File: config.mk
export PLATFORM = sky130hd
export DESIGN_NAME = led_fade_pwm
export DESIGN_NICKNAME = d
export VERILOG_FILES = /design/src/rtl/led_pkg.sv /design/src/rtl/led_fade_channel.sv /design/src/rtl/led_fade_pwm.sv
export SDC_FILE = /design/constraint.sdc
export NUM_CORES = 1
export LEC_CHECK = 0
export CAP_MARGIN = 15
export CORE_ASPECT_RATIO = 0.75
export CORE_MARGIN = 8
export CORE_UTILIZATION = 40
export CTS_BUF_LIST = sky130_fd_sc_hd__clkbuf_4 sky130_fd_sc_hd__clkbuf_8 sky130_fd_sc_hd__clkbuf_16
export DETAILED_ROUTE_END_ITERATION = 8
export SYNTH_ARGS = -nofsm -noshare
export SYNTH_HDL_FRONTEND = slang
export SYNTH_SLANG_ARGS = --single-unit
File: constraint.sdc
create_clock -name clk -period 2.5 [get_ports clk]
set_input_delay 0.625 -clock clk [delete_from_list [all_inputs] [get_ports clk]]
set_output_delay 0.625 -clock clk [all_outputs]
set_load 0.1 [all_outputs]
File: src/rtl/led_pkg.sv
// Shared constants and types for the LED PWM output stage.
package led_pkg;

  localparam int unsigned CLK_HZ       = 6_000_000;
  localparam int unsigned DEF_PWM_BITS = 8;
  localparam int unsigned DEF_FADE_DIV = CLK_HZ / 1000;

  typedef logic [DEF_PWM_BITS-1:0] level_t;

endpackage

File: src/rtl/led_fade_channel.sv
// One LED channel: saturating fade level, period-aligned shadow and registered PWM compare.
module led_fade_channel
  import led_pkg::*;
#(
  parameter int unsigned PWM_BITS  = DEF_PWM_BITS,
  parameter int unsigned UP_STEP   = 16,
  parameter int unsigned DOWN_STEP = 2
) (
  input  logic                clk,
  input  logic                rst,
  input  logic                tick,
  input  logic                load,
  input  logic                enable,
  input  logic                req,
  input  logic [PWM_BITS-1:0] pwm_cnt,
  output logic                active,
  output logic                led
);

  localparam logic [PWM_BITS:0] UpInc = (PWM_BITS + 1)'(UP_STEP);
  localparam logic [PWM_BITS:0] DnDec = (PWM_BITS + 1)'(DOWN_STEP);

  logic [PWM_BITS:0]   sum;
  logic [PWM_BITS:0]   diff;
  logic [PWM_BITS-1:0] level_q;
  logic [PWM_BITS-1:0] level_d;
  logic [PWM_BITS-1:0] shadow_q;
  logic                led_q;

  // The extra top bit flags overflow on the sum and borrow on the difference.
  always_comb begin
    sum     = {1'b0, level_q} + UpInc;
    diff    = {1'b0, level_q} - DnDec;
    level_d = level_q;
    if (tick && enable) begin
      if (req) begin
        level_d = sum[PWM_BITS] ? '1 : sum[PWM_BITS-1:0];
      end else begin
        level_d = diff[PWM_BITS] ? '0 : diff[PWM_BITS-1:0];
      end
    end
  end

  always_ff @(posedge clk) begin
    if (rst) begin
      level_q  <= '0;
      shadow_q <= '0;
      led_q    <= 1'b0;
    end else begin
      level_q <= level_d;
      // Shadow takes the pre-tick level so duty never changes inside a period.
      if (load) begin
        shadow_q <= level_q;
      end
      led_q <= enable && (pwm_cnt < shadow_q);
    end
  end

  assign active = |level_q;
  assign led    = led_q;

endmodule

File: src/rtl/led_fade_pwm.sv
// LED output stage: shared PWM and fade timebase driving N_CH fading channels.
module led_fade_pwm
  import led_pkg::*;
#(
  parameter int unsigned N_CH      = 6,
  parameter int unsigned PWM_BITS  = DEF_PWM_BITS,
  parameter int unsigned FADE_DIV  = DEF_FADE_DIV,
  parameter int unsigned UP_STEP   = 16,
  parameter int unsigned DOWN_STEP = 2
) (
  input  logic            clk,
  input  logic            rst,
  input  logic            enable,
  input  logic [N_CH-1:0] req,
  output logic [N_CH-1:0] led_out,
  output logic            busy,
  output logic            period_start
);

  localparam int unsigned FadeW = (FADE_DIV > 1) ? $clog2(FADE_DIV) : 1;

  logic [PWM_BITS-1:0] pwm_cnt;
  logic [FadeW-1:0]    fade_cnt;
  logic                tick;
  logic                load;
  logic                busy_q;
  logic [N_CH-1:0]     ch_active;

  assign tick = (fade_cnt == FadeW'(FADE_DIV - 1));
  assign load = (pwm_cnt == '1);

  always_ff @(posedge clk) begin
    if (rst) begin
      pwm_cnt  <= '0;
      fade_cnt <= '0;
      busy_q   <= 1'b0;
    end else begin
      pwm_cnt  <= pwm_cnt + 1'b1;
      fade_cnt <= tick ? '0 : fade_cnt + 1'b1;
      busy_q   <= |ch_active;
    end
  end

  for (genvar i = 0; i < N_CH; i++) begin : g_ch
    led_fade_channel #(
      .PWM_BITS  (PWM_BITS),
      .UP_STEP   (UP_STEP),
      .DOWN_STEP (DOWN_STEP)
    ) u_ch (
      .clk     (clk),
      .rst     (rst),
      .tick    (tick),
      .load    (load),
      .enable  (enable),
      .req     (req[i]),
      .pwm_cnt (pwm_cnt),
      .active  (ch_active[i]),
      .led     (led_out[i])
    );
  end

  assign busy         = busy_q;
  assign period_start = (pwm_cnt == '0);

endmodule

==> metrics.yaml <==
sta:
  drv_slew: 0
  rsz0062_at_grt: "false"
  hold_violations: 0
  relSlewSlack_pct: 60.6
  setup_viol: 0
  max_freq_mhz: 413
  fin_skew_ps: 7.76
  period_needed_ps: 2420
  tightest_slew_ps: 583
  timing.final.crit_share_pct: 96.8
layout:
  num_antenna_cells: 0
  design_area_sq_um: 8310
  seqCellArea_sq_um: 2490
  final_nets: 1010
  postLayoutCoreUtil_pct: 47.2
  fin_cells: 1193
  fill_cells: 1743
  multiInputGateArea_sq_um: 4150
  syn_to_final_growth_pct: 15.6
  drive_above_1_share_pct: 10.2
clock_tree:
  clock_latency_ps: 420
  path_clk_slew_ps: 60
  post_cts_buffers: 0
  clock-sinks: 124
  htreeDepth: 4
  cts_buffers: 17
  holdBufCountCts: 0
  cts_tree: "built"
  clockRootBuffer: "clkbuf_16"
  cts.path.max_buffers: 2
setup_path:
  crit_slowest_cell: "or4b_4"
  r2r_cells: 7
  reg2reg_from: "g_ch[5].u_ch.level_q[4]"
  worstPathRequired_ps: 1880
  slowest_delay_ps: 470
  start_kind: "register"
  cp.arrival_ps: 1800
  path_cells: "inv_2 -> ha_1 -> or4b_4 -> nor4_4 -> buf_12"
  crit_path_start: "pwm_cnt[0]"
  r2r-end: "g_ch[5].u_ch.level_q[5]"
  crit_type: "reg -> out"
  r2r_setup_slack_ps: 160
  endpoint_kind: "output pin"
  crit_fanout: 2
route:
  drtAntennaViolNets: 0
  drt_iter0_drc: 531
  via_per_inst: 5.35
  routed_wl_mm: 18.5
  wl_met3_microns: 759
  wl_met1_mm: 9.54
  route.met2.wl_mm: 7.99
  num_vias: 6381
  drc: 0
  drt-pass1-iter-count: 7
  routed.top_layer: "met4"
  wl_per_cell_microns: 15.5
power:
  swShare_pct: 23.5
  p_leak_uw: 0.00310
  power_frac_clock_pct: 52.2
  p_per_area_nw_per_um2: 580
  p_sw_uw: 1130
  power.internal_uw: 3690
  peakVddDrop_uv: 336
  combPwrFrac_pct: 6.4
  finalPower_uw: 4820
  p_seq_share_pct: 41.5
hold_path:
  holdPathEnd: "g_ch[5].u_ch.shadow_q[4]"
  holdPathStages: 2
  hold_start: "g_ch[5].u_ch.shadow_q[4]"
  hold_class: "reg -> reg"
grt:
  grtUsageTotal_pct: 16.8
  grt_pass1_wl_mm: 30.7
  grt-ovfl-total: 0
  grt_pass1_vias: 5851
  antenna_found_initial: 0
  grt_max_degree: 49
place:
  dp.cells: 1161
  place.gp.congestion: 0.827
  placed_area_sq_um: 7700
  io_buffers: 16
  dp_hpwl_mm: 12.6
die:
  rows: 42
  core_sq_um: 17600
  die_w_microns: 171
  start_util_pct: 40.8
  die_area_sq_um: 22500
  fp.dieH_microns: 132
  ios: 17
synth:
  synth_cell_types: 56
  synth_fp_nets: 1004
  synth-warning-count: 0
  synthArstFlopShare_pct: 0
  synth_ff_type: "dfxtp_1"
  ys_seq_area_share_pct: 34.6
  synth_area_sq_um: 7180
  synth_enable_flop_cells: 0
  syn_avg_cell_area_sq_um: 7.71
  netlist_instances: 932
  synth_seq_cells: 124
run:
  cap_violations: 0
outcome:
  status: "complete, no violations"
==> what timing repair did <==
action / 4_1_cts / 5_1_grt
resized for setup: 0 / 2
setup endpoints to repair: 1 / 2
endpoints found under the hold margin: 0 / 0
pin swaps: 1 / 0
==> how the worst max path moves through the flow <==
stage	endpoint	slack, ps
floorplan	period_start	-220
global placement	g_ch[3].u_ch.level_q[4]	80
detailed placement	g_ch[2].u_ch.level_q[4]	40
CTS	period_start	40
global route	period_start	3
finish	period_start	80
==> area by class of cell <==
type | instances | share of cell area (%)
Tap cell | 242 | 3.65
Multi-Input combinational cell | 662 | 49.9
Inverter | 81 | 3.66
Sequential cell | 124 | 29.9
Clock inverter | 13 | 1.79
Timing Repair Buffer | 52 | 5.66
Clock buffer | 19 | 5.38
==> placed cells by master, fill, tap and decap left out, types with 4 or more instances in the layout <==
master | netlist | routed
clkdlybuf4s50_1 | 0 | 7
or4b_2 | 6 | 5
ha_1 | 63 | 63
nand3_1 | 38 | 38
dfxtp_1 | 124 | 122
or3_1 | 9 | 9
nand2b_1 | 20 | 20
buf_4 | 6 | 40
o21a_1 | 5 | 5
clkbuf_16 | 0 | 17
a31oi_1 | 22 | 22
a21oi_1 | 97 | 97
nor4_1 | 14 | 12
nor3_1 | 21 | 21
o21ai_0 | 30 | 30
xor2_1 | 17 | 17
a311oi_1 | 16 | 16
inv_1 | 81 | 79
buf_12 | 0 | 5
and3_1 | 10 | 10
nand2_1 | 131 | 131
a22oi_1 | 6 | 6
o32ai_1 | 18 | 18
nor2_1 | 69 | 68
or4_1 | 4 | 4
nor2b_1 | 9 | 9
nand4_1 | 9 | 9
clkinv_2 | 0 | 7
a211oi_1 | 5 | 5
==> power groups by stage <==
stage / sequential, uW / clock [uW] / combinational (uW)
2_1_floorplan: 2050 / 0 / 215
6_report: 2000 / 2510 / 307
4_1_cts: 2000 / 2560 / 308
3_3_place_gp: 2040 / 0 / 306
3_5_place_dp: 2040 / 0 / 310
5_1_grt: 2000 / 2660 / 337
==> registers in the layout, summed over array words and instances, names as in the netlist <==
register / flops
g_ch.u_ch.shadow_q: 48
g_ch.u_ch.level_q: 48
busy: 1
fade_cnt: 13
g_ch.u_ch.led: 6
pwm_cnt: 8
==> logic make-up (layout without fill, tap and decap cells) <==
kind of cell / Yosys count / after routing / share of synthesized area [%]
compound gates: 221 / 221 / 19.4
xor+xnor: 19 / 19 / 2.32
fa+ha+maj: 63 / 63 / 11.0
buf+inv: 146 / 165 / 8.17
flops: 124 / 124 / 34.6
mux: 3 / 3 / 0.418
simple gates: 356 / 356 / 24.2
==> synthesized netlist by cell type, types with 3 or more instances <==
library cell	n	share of area [%]
a211oi_1	5	0.52
a21oi_1	97	6.8
a22oi_1	6	0.63
a311oi_1	16	2.0
a31oi_1	22	1.9
a32oi_1	3	0.37
and2_1	3	0.26
and3_1	10	0.87
buf_1	4	0.21
buf_2	6	0.42
buf_4	6	0.63
clkbuf_1	47	2.5
dfxtp_1	124	35
ha_1	63	11
inv_1	81	4.2
mux2i_1	3	0.42
nand2_1	131	6.8
nand2b_1	20	1.7
nand3_1	38	2.6
nand4_1	9	0.78
nor2_1	69	3.6
nor2b_1	9	0.78
nor3_1	21	1.5
nor4_1	14	1.2
o21a_1	5	0.52
o21ai_0	30	2.1
o32ai_1	18	2.2
or3_1	9	0.78
or4_1	4	0.42
or4b_2	6	0.84
xor2_1	17	2.1
==> metrics by stage <==
| stage | TNS [ps] | hold slack (ps) | setup slack, ps |
|---|---|---|---|
| after detailed placement | 0 | 447 | 38.3 |
| final | 0 | 452 | 79.3 |
| after CTS | 0 | 454 | 44.9 |
| after global routing | 0 | 473 | 2.97 |
| after floorplan | -215 | 426 | -215 |
| after global placement | 0 | 443 | 75.9 |
==> per-layer routing <==
layer / track usage, % / vias to the layer above
met5: 0 / -
met4: 4.28 / 0
met3: 3.74 / 19
met2: 24.8 / 117
met1: 24.2 / 2966
li1: - / 3279
==> worst max-delay path, delay by kind of cell, from the launching register on <==
family                   cells  cell delay, ps
buffers and inverters        2             260
AND/OR/NAND/NOR              2             670
adder cells (fa/ha/maj)      1             120
flip-flops                   1             330
Note: power is estimated with default switching activity, not from simulation.
